===== config.mk =====
export PLATFORM = sky130hd
export DESIGN_NAME = rf_wb_arbiter
export DESIGN_NICKNAME = d
export VERILOG_FILES = /design/src/rtl/rf_pkg.sv /design/src/rtl/rr_arbiter.sv /design/src/rtl/rf_wb_arbiter.sv
export SDC_FILE = /design/constraint.sdc
export NUM_CORES = 1
export LEC_CHECK = 0
export CAP_MARGIN = 15
export CORE_MARGIN = 3
export CORE_UTILIZATION = 44
export DETAILED_ROUTE_END_ITERATION = 8
export PLACE_DENSITY_LB_ADDON = 0.12
export REMOVE_ABC_BUFFERS = 1
export SLEW_MARGIN = 20
export SYNTH_ARGS = -nofsm -noshare
export SYNTH_HDL_FRONTEND = slang
export SYNTH_SLANG_ARGS = --single-unit

===== constraint.sdc =====
create_clock -name i_clk -period 5.6 [get_ports i_clk]
set_input_delay 1.4 -clock i_clk [delete_from_list [all_inputs] [get_ports i_clk]]
set_output_delay 1.4 -clock i_clk [all_outputs]
set_load 0.03 [all_outputs]

===== src/rtl/rf_pkg.sv =====
// Shared types for the register-file writeback path: widths, address/data
// typedefs and the writeback request record.
package rf_pkg;

    localparam int RF_ADDR_W   = 5;
    localparam int RF_DATA_W   = 32;
    localparam int RF_NUM_REGS = 32;

    typedef logic [RF_ADDR_W-1:0] rf_addr_t;
    typedef logic [RF_DATA_W-1:0] rf_data_t;

    typedef struct packed {
        logic     valid;
        rf_addr_t addr;
        rf_data_t data;
    } wb_req_t;

endpackage


===== src/rtl/rr_arbiter.sv =====
// Combinational round-robin arbiter: grants the first requester at or after
// ptr, searching upward modulo N.
module rr_arbiter #(
    parameter int N = 3
) (
    input  logic [N-1:0] req,
    input  logic [2:0]   ptr,
    output logic [N-1:0] gnt,
    output logic [2:0]   gnt_idx,
    output logic         any_gnt
);

    logic [3:0] cand_s;
    logic       hit_s;

    // Walk offsets 0..N-1 from ptr; the first valid candidate takes the grant.
    always_comb begin
        gnt     = '0;
        gnt_idx = 3'd0;
        any_gnt = 1'b0;
        cand_s  = 4'd0;
        hit_s   = 1'b0;
        for (int i = 0; i < N; i++) begin
            cand_s = {1'b0, ptr} + 4'(i);
            cand_s = (cand_s >= 4'(N)) ? (cand_s - 4'(N)) : cand_s;
            for (int k = 0; k < N; k++) begin
                hit_s   = !any_gnt && req[k] && (cand_s == 4'(k));
                gnt[k]  = gnt[k] | hit_s;
                gnt_idx = hit_s ? 3'(k) : gnt_idx;
                any_gnt = any_gnt | hit_s;
            end
        end
    end

endmodule


===== src/rtl/rf_wb_arbiter.sv =====
// Register-file write-port arbiter with registered write outputs and a
// per-register pending-write scoreboard for issue-side stalls.
module rf_wb_arbiter
    import rf_pkg::*;
#(
    parameter int NREQ   = 3,
    parameter int ADDR_W = 5,
    parameter int DATA_W = 32
) (
    input  logic                     i_clk,
    input  logic                     i_rst,
    input  logic [NREQ-1:0]          i_req_valid,
    input  logic [NREQ*ADDR_W-1:0]   i_req_addr,
    input  logic [NREQ*DATA_W-1:0]   i_req_data,
    output logic [NREQ-1:0]          o_req_ready,
    input  logic                     i_issue_valid,
    input  logic [ADDR_W-1:0]        i_issue_rd,
    output logic [ADDR_W-1:0]        o_rd_addr,
    output logic [DATA_W-1:0]        o_rd_data,
    output logic                     o_rd_wren,
    output logic [RF_NUM_REGS-1:0]   o_pending
);

    wb_req_t                 req_s [NREQ];
    logic [NREQ-1:0]         gnt_s;
    logic [2:0]              gnt_idx_s;
    logic                    any_gnt_s;

    logic [2:0]              rr_ptr_q,  rr_ptr_d;
    logic [ADDR_W-1:0]       rd_addr_q, rd_addr_d;
    logic [DATA_W-1:0]       rd_data_q, rd_data_d;
    logic                    rd_wren_q, rd_wren_d;
    logic [RF_NUM_REGS-1:0]  pending_q, pending_d;

    // Unpack the flat request buses into records.
    always_comb begin
        for (int k = 0; k < NREQ; k++) begin
            req_s[k].valid = i_req_valid[k];
            req_s[k].addr  = rf_addr_t'(i_req_addr[k*ADDR_W +: ADDR_W]);
            req_s[k].data  = rf_data_t'(i_req_data[k*DATA_W +: DATA_W]);
        end
    end

    rr_arbiter #(.N(NREQ)) u_arb (
        .req     (i_req_valid),
        .ptr     (rr_ptr_q),
        .gnt     (gnt_s),
        .gnt_idx (gnt_idx_s),
        .any_gnt (any_gnt_s)
    );

    // Grant is suppressed during reset so no requester believes it transferred.
    always_comb begin
        o_req_ready = i_rst ? '0 : gnt_s;
    end

    // Next-state: granted write capture, pointer advance, scoreboard update.
    always_comb begin
        rd_addr_d = rd_addr_q;
        rd_data_d = rd_data_q;
        for (int k = 0; k < NREQ; k++) begin
            rd_addr_d = gnt_s[k] ? ADDR_W'(req_s[k].addr) : rd_addr_d;
            rd_data_d = gnt_s[k] ? DATA_W'(req_s[k].data) : rd_data_d;
        end
        rd_wren_d = any_gnt_s && (rd_addr_d != '0);

        if (any_gnt_s) begin
            rr_ptr_d = (gnt_idx_s == 3'(NREQ-1)) ? 3'd0 : (gnt_idx_s + 3'd1);
        end else begin
            rr_ptr_d = rr_ptr_q;
        end

        // Clear first so a same-cycle issue to the same register re-sets it.
        pending_d = pending_q;
        if (rd_wren_q) begin
            pending_d[rd_addr_q] = 1'b0;
        end else begin
            pending_d = pending_d;
        end
        if (i_issue_valid && (i_issue_rd != '0)) begin
            pending_d[i_issue_rd] = 1'b1;
        end else begin
            pending_d = pending_d;
        end
        pending_d[0] = 1'b0;
    end

    // State registers; asynchronous reset discards any in-flight write.
    always_ff @(posedge i_clk or posedge i_rst) begin
        if (i_rst) begin
            rr_ptr_q  <= 3'd0;
            rd_addr_q <= '0;
            rd_data_q <= '0;
            rd_wren_q <= 1'b0;
            pending_q <= '0;
        end else begin
            rr_ptr_q  <= rr_ptr_d;
            rd_addr_q <= rd_addr_d;
            rd_data_q <= rd_data_d;
            rd_wren_q <= rd_wren_d;
            pending_q <= pending_d;
        end
    end

    assign o_rd_addr = rd_addr_q;
    assign o_rd_data = rd_data_q;
    assign o_rd_wren = rd_wren_q;
    assign o_pending = pending_q;

endmodule


==> flow_summary.ini <==
[clocking]
cts_buffers = 9
clockRootBuffer = clkbuf_8
cts_setup_buffers = 0
max-clock-path-buffers = 2
cts_hold_buf = 0
htreeDepth = 3
clock_latency_ps = 350
clk_pin_slew_ps = 70
clock-sinks = 72
cts_resized = 0
cts_tree = yes

[timing]
fin_worst_skew_ps = 11.25
final-max-slew-violation-count = 0
fin_crit_ps = 5123
max_freq_mhz = 195.2
fin_setup_tns_ps = 0
setup_viol = 0
hold_viol = 0
period_share = 0.9148
rsz0062_at_grt = false
worst_slew_pin_slew_ps = 892.7
fin_ws_ps = 477.4
slew_headroom = 0.4048

[hold_path]
worstHoldStart = o_pending[15]
min_to = o_pending[15]
min_path_type = reg -> reg
worstHoldPathCells = 2

[detailed_routing]
drt-initial-drc-count = 116
dr_total_vias = 3899
vias_per_cell = 5.684
routed_wl_mm = 12.70
ant_nets = 0
firstDrtPassIters = 4
wl_per_cell_um = 18.51
remaining_drc_errors = 0

[pwr]
switching_power_uw = 2036
p_per_area_nw_per_um2 = 689.1
vdd_drop_max_v = 0.0003191
internal_power_uw = 2215
p_leak_uw = 0.002578
power.share.clock = 0.106
power_frac_comb = 0.656
power_frac_seq = 0.238
p_sw_frac = 0.4790

[global_routing]
antenna_found_initial = 0
grt_pass1_wl_mm = 19.75
grt-ovfl-total = 0
grt_max_degree = 73
track_usage = 0.2499
grt_pass1_vias = 3994

[setup_path]
rr_startpoint = rr_ptr_q[0]
crit_required_ps = 4200
path_common_cell = ha_1
arrival_ps = 3720
crit_path_max_incr_delay_ps = 680
rrSetupSlack_ps = 1400
path_delay_family = compound AO/OA/AOI/OAI gates
path_max_fanout = 19
start_kind = flop
end_kind = output pin
crit_path_cell_trace = ha_1 > inv_1 > ha_1 > and4b_1 > o311ai_0 > and2_1 > a311o_2 > nand2_1 > nor2_1 > clkdlybuf4s50_1
reg2reg_depth = 12
crit_start = rr_ptr_q[0]
crit_buf_inv = 2
reg2reg_to = o_rd_data[16]
cp_slowest_cell = clkdlybuf4s50_1
path_class = reg -> out

[synth]
yosysWarningCount = 0
syn_area_per_cell_um2 = 10.26
synth.area.top_cells = dfrtp_1, mux2i_1, o21ai_0
syn_inst = 384
ys_ff_latch = 72
seq_area_frac_synth = 0.4571
synthArstFlopShare = 1.000
synth-main-ff-cell = dfrtp_1
synthesis.area_um2 = 3941
yosys.area.top_type = dfrtp_1
synth_edf_count = 0
synth_top_area_share = 0.4571
yosysUniqueCellTypes = 49

[floorplan]
die_area_um2 = 10130
coreArea_um2 = 8464
rows = 33
die_y_um = 100.6
num_io_pins = 195
initial_utilization = 0.4656
die_w_um = 100.6

[outcome]
status = completed

[place]
dp.cells = 670
place_area_um2 = 5949
io_buffer_count = 193
dp_slack_ps = 621.8
gp_congestion = 0.9781
hpwlAfterDp_mm = 9.663

[layout]
area_growth_pct = 56.54
drive_gt1_frac = 0.06713
fin_nets = 709
post-route-cell-area_um2 = 6170
antennaDiodeCount = 0
fin_cells = 686

[job]
drv_cap = 0
layout by cell type (no fill, tap or decap), drive strengths merged, types with 3 or more instances in the layout:
| master | instances |
|---|---|
| nand3b | 13 |
| mux2i | 40 |
| nand3 | 6 |
| nand2 | 13 |
| clkinvlp | 3 |
| a21oi | 6 |
| and2 | 3 |
| ha | 11 |
| a211oi | 3 |
| buf | 7 |
| nor2b | 4 |
| nor2 | 10 |
| clkbuf | 9 |
| or3 | 3 |
| dfrtp | 72 |
| o21ai | 98 |
| inv | 10 |
| clkdlybuf4s50 | 192 |
| nand2b | 4 |
| a22oi | 32 |
| or3b | 8 |
| nor3 | 3 |
metal layers:
metal / routed length (um) / share of wire / track usage / vias up
met4: 565 / 0.045 / 0.1316 / 0
li1: - / - / - / 1828
met1: 4718 / 0.37 / 0.2930 / 1835
met3: 1072 / 0.084 / 0.06920 / 39
met5: 0 / 0 / 0 / -
met2: 6340 / 0.50 / 0.4157 / 197
cells in the mapped netlist, types with 2 or more instances:
cell / count
a21oi_1: 6
nand3_1: 6
nand2b_1: 4
nor2b_1: 4
nand2_1: 13
a211oi_1: 2
nor4b_1: 2
a21boi_0: 2
buf_2: 8
and2_1: 3
ha_1: 11
o21ai_0: 64
nor3_1: 2
buf_4: 3
nand3b_1: 13
a22oi_1: 32
or3_1: 3
or3b_2: 6
buf_6: 2
and3b_1: 2
and4b_1: 2
dfrtp_1: 72
mux2i_1: 40
or3b_1: 2
nor2_1: 10
inv_1: 10
o21ai_1: 34
clkbuf_1: 5
final cells by class:
cell class              instances  area (um^2)
fillers                       608         2295
multi-input cells             284         2004
repair buffers                199         1974
flip-flops and latches         72         1802
well taps                     105        131.4
clock buffers                   9        123.9
clock inverters                 7        96.34
inverters                      10        37.54
flip-flops by register name, indices dropped and copies added, names as in the netlist:
register   flops
rr_ptr_q       3
o_pending     31
o_rd_wren      1
o_rd_data     32
o_rd_addr      5
worst register-to-register path, stage by stage, from the launching register on:
cell	delay [ps]
dfrtp_1	650
ha_1	260
inv_1	50
ha_1	360
and4b_1	220
o311ai_0	580
nand2_1	270
o31a_1	390
o31ai_4	200
buf_4	460
or2_1	180
buf_4	320
o21ai_1	130
metrics by stage:
step	util	hold slack, ps	total power (uW)
floorplan	-	590.7	2751
global placement	0.7029	487.5	3735
detailed placement	0.7029	499.1	3821
CTS	0.7289	515.8	4279
global route	0.7289	552.7	4533
finish	0.7289	507.5	4251
how the worst max path moves through the flow:
stage                                end  slack (ps)  depth (start not counted)
after global placement    o_req_ready[0]         620                          8
after floorplan           o_req_ready[1]         590                          8
after detailed placement  o_req_ready[0]         620                          8
final                     o_req_ready[0]         480                         10
after global routing      o_req_ready[0]         240                         10
after CTS                 o_req_ready[0]         460                         10
kinds of logic after synthesis:
| family | count (synthesis) | synth area share |
|---|---|---|
| compound gates | 153 | 0.2444 |
| other cells | 1 | 0.0009515 |
| xor+xnor | 1 | 0.002223 |
| fa+ha+maj | 11 | 0.03492 |
| buf+inv | 28 | 0.03587 |
| flops | 72 | 0.4571 |
| mux | 40 | 0.1016 |
| simple gates | 78 | 0.1229 |
power by group through the flow:
stage | Sequential, uW | Combinational, uW | Clock [uW]
after floorplan | 1460 | 1290 | 0
after global placement | 1010 | 2730 | 0
after detailed placement | 1020 | 2800 | 0
after CTS | 1010 | 2810 | 459
after global routing | 1050 | 3000 | 482
final | 1010 | 2790 | 450
Note: power is estimated with default switching activity, not from simulation.
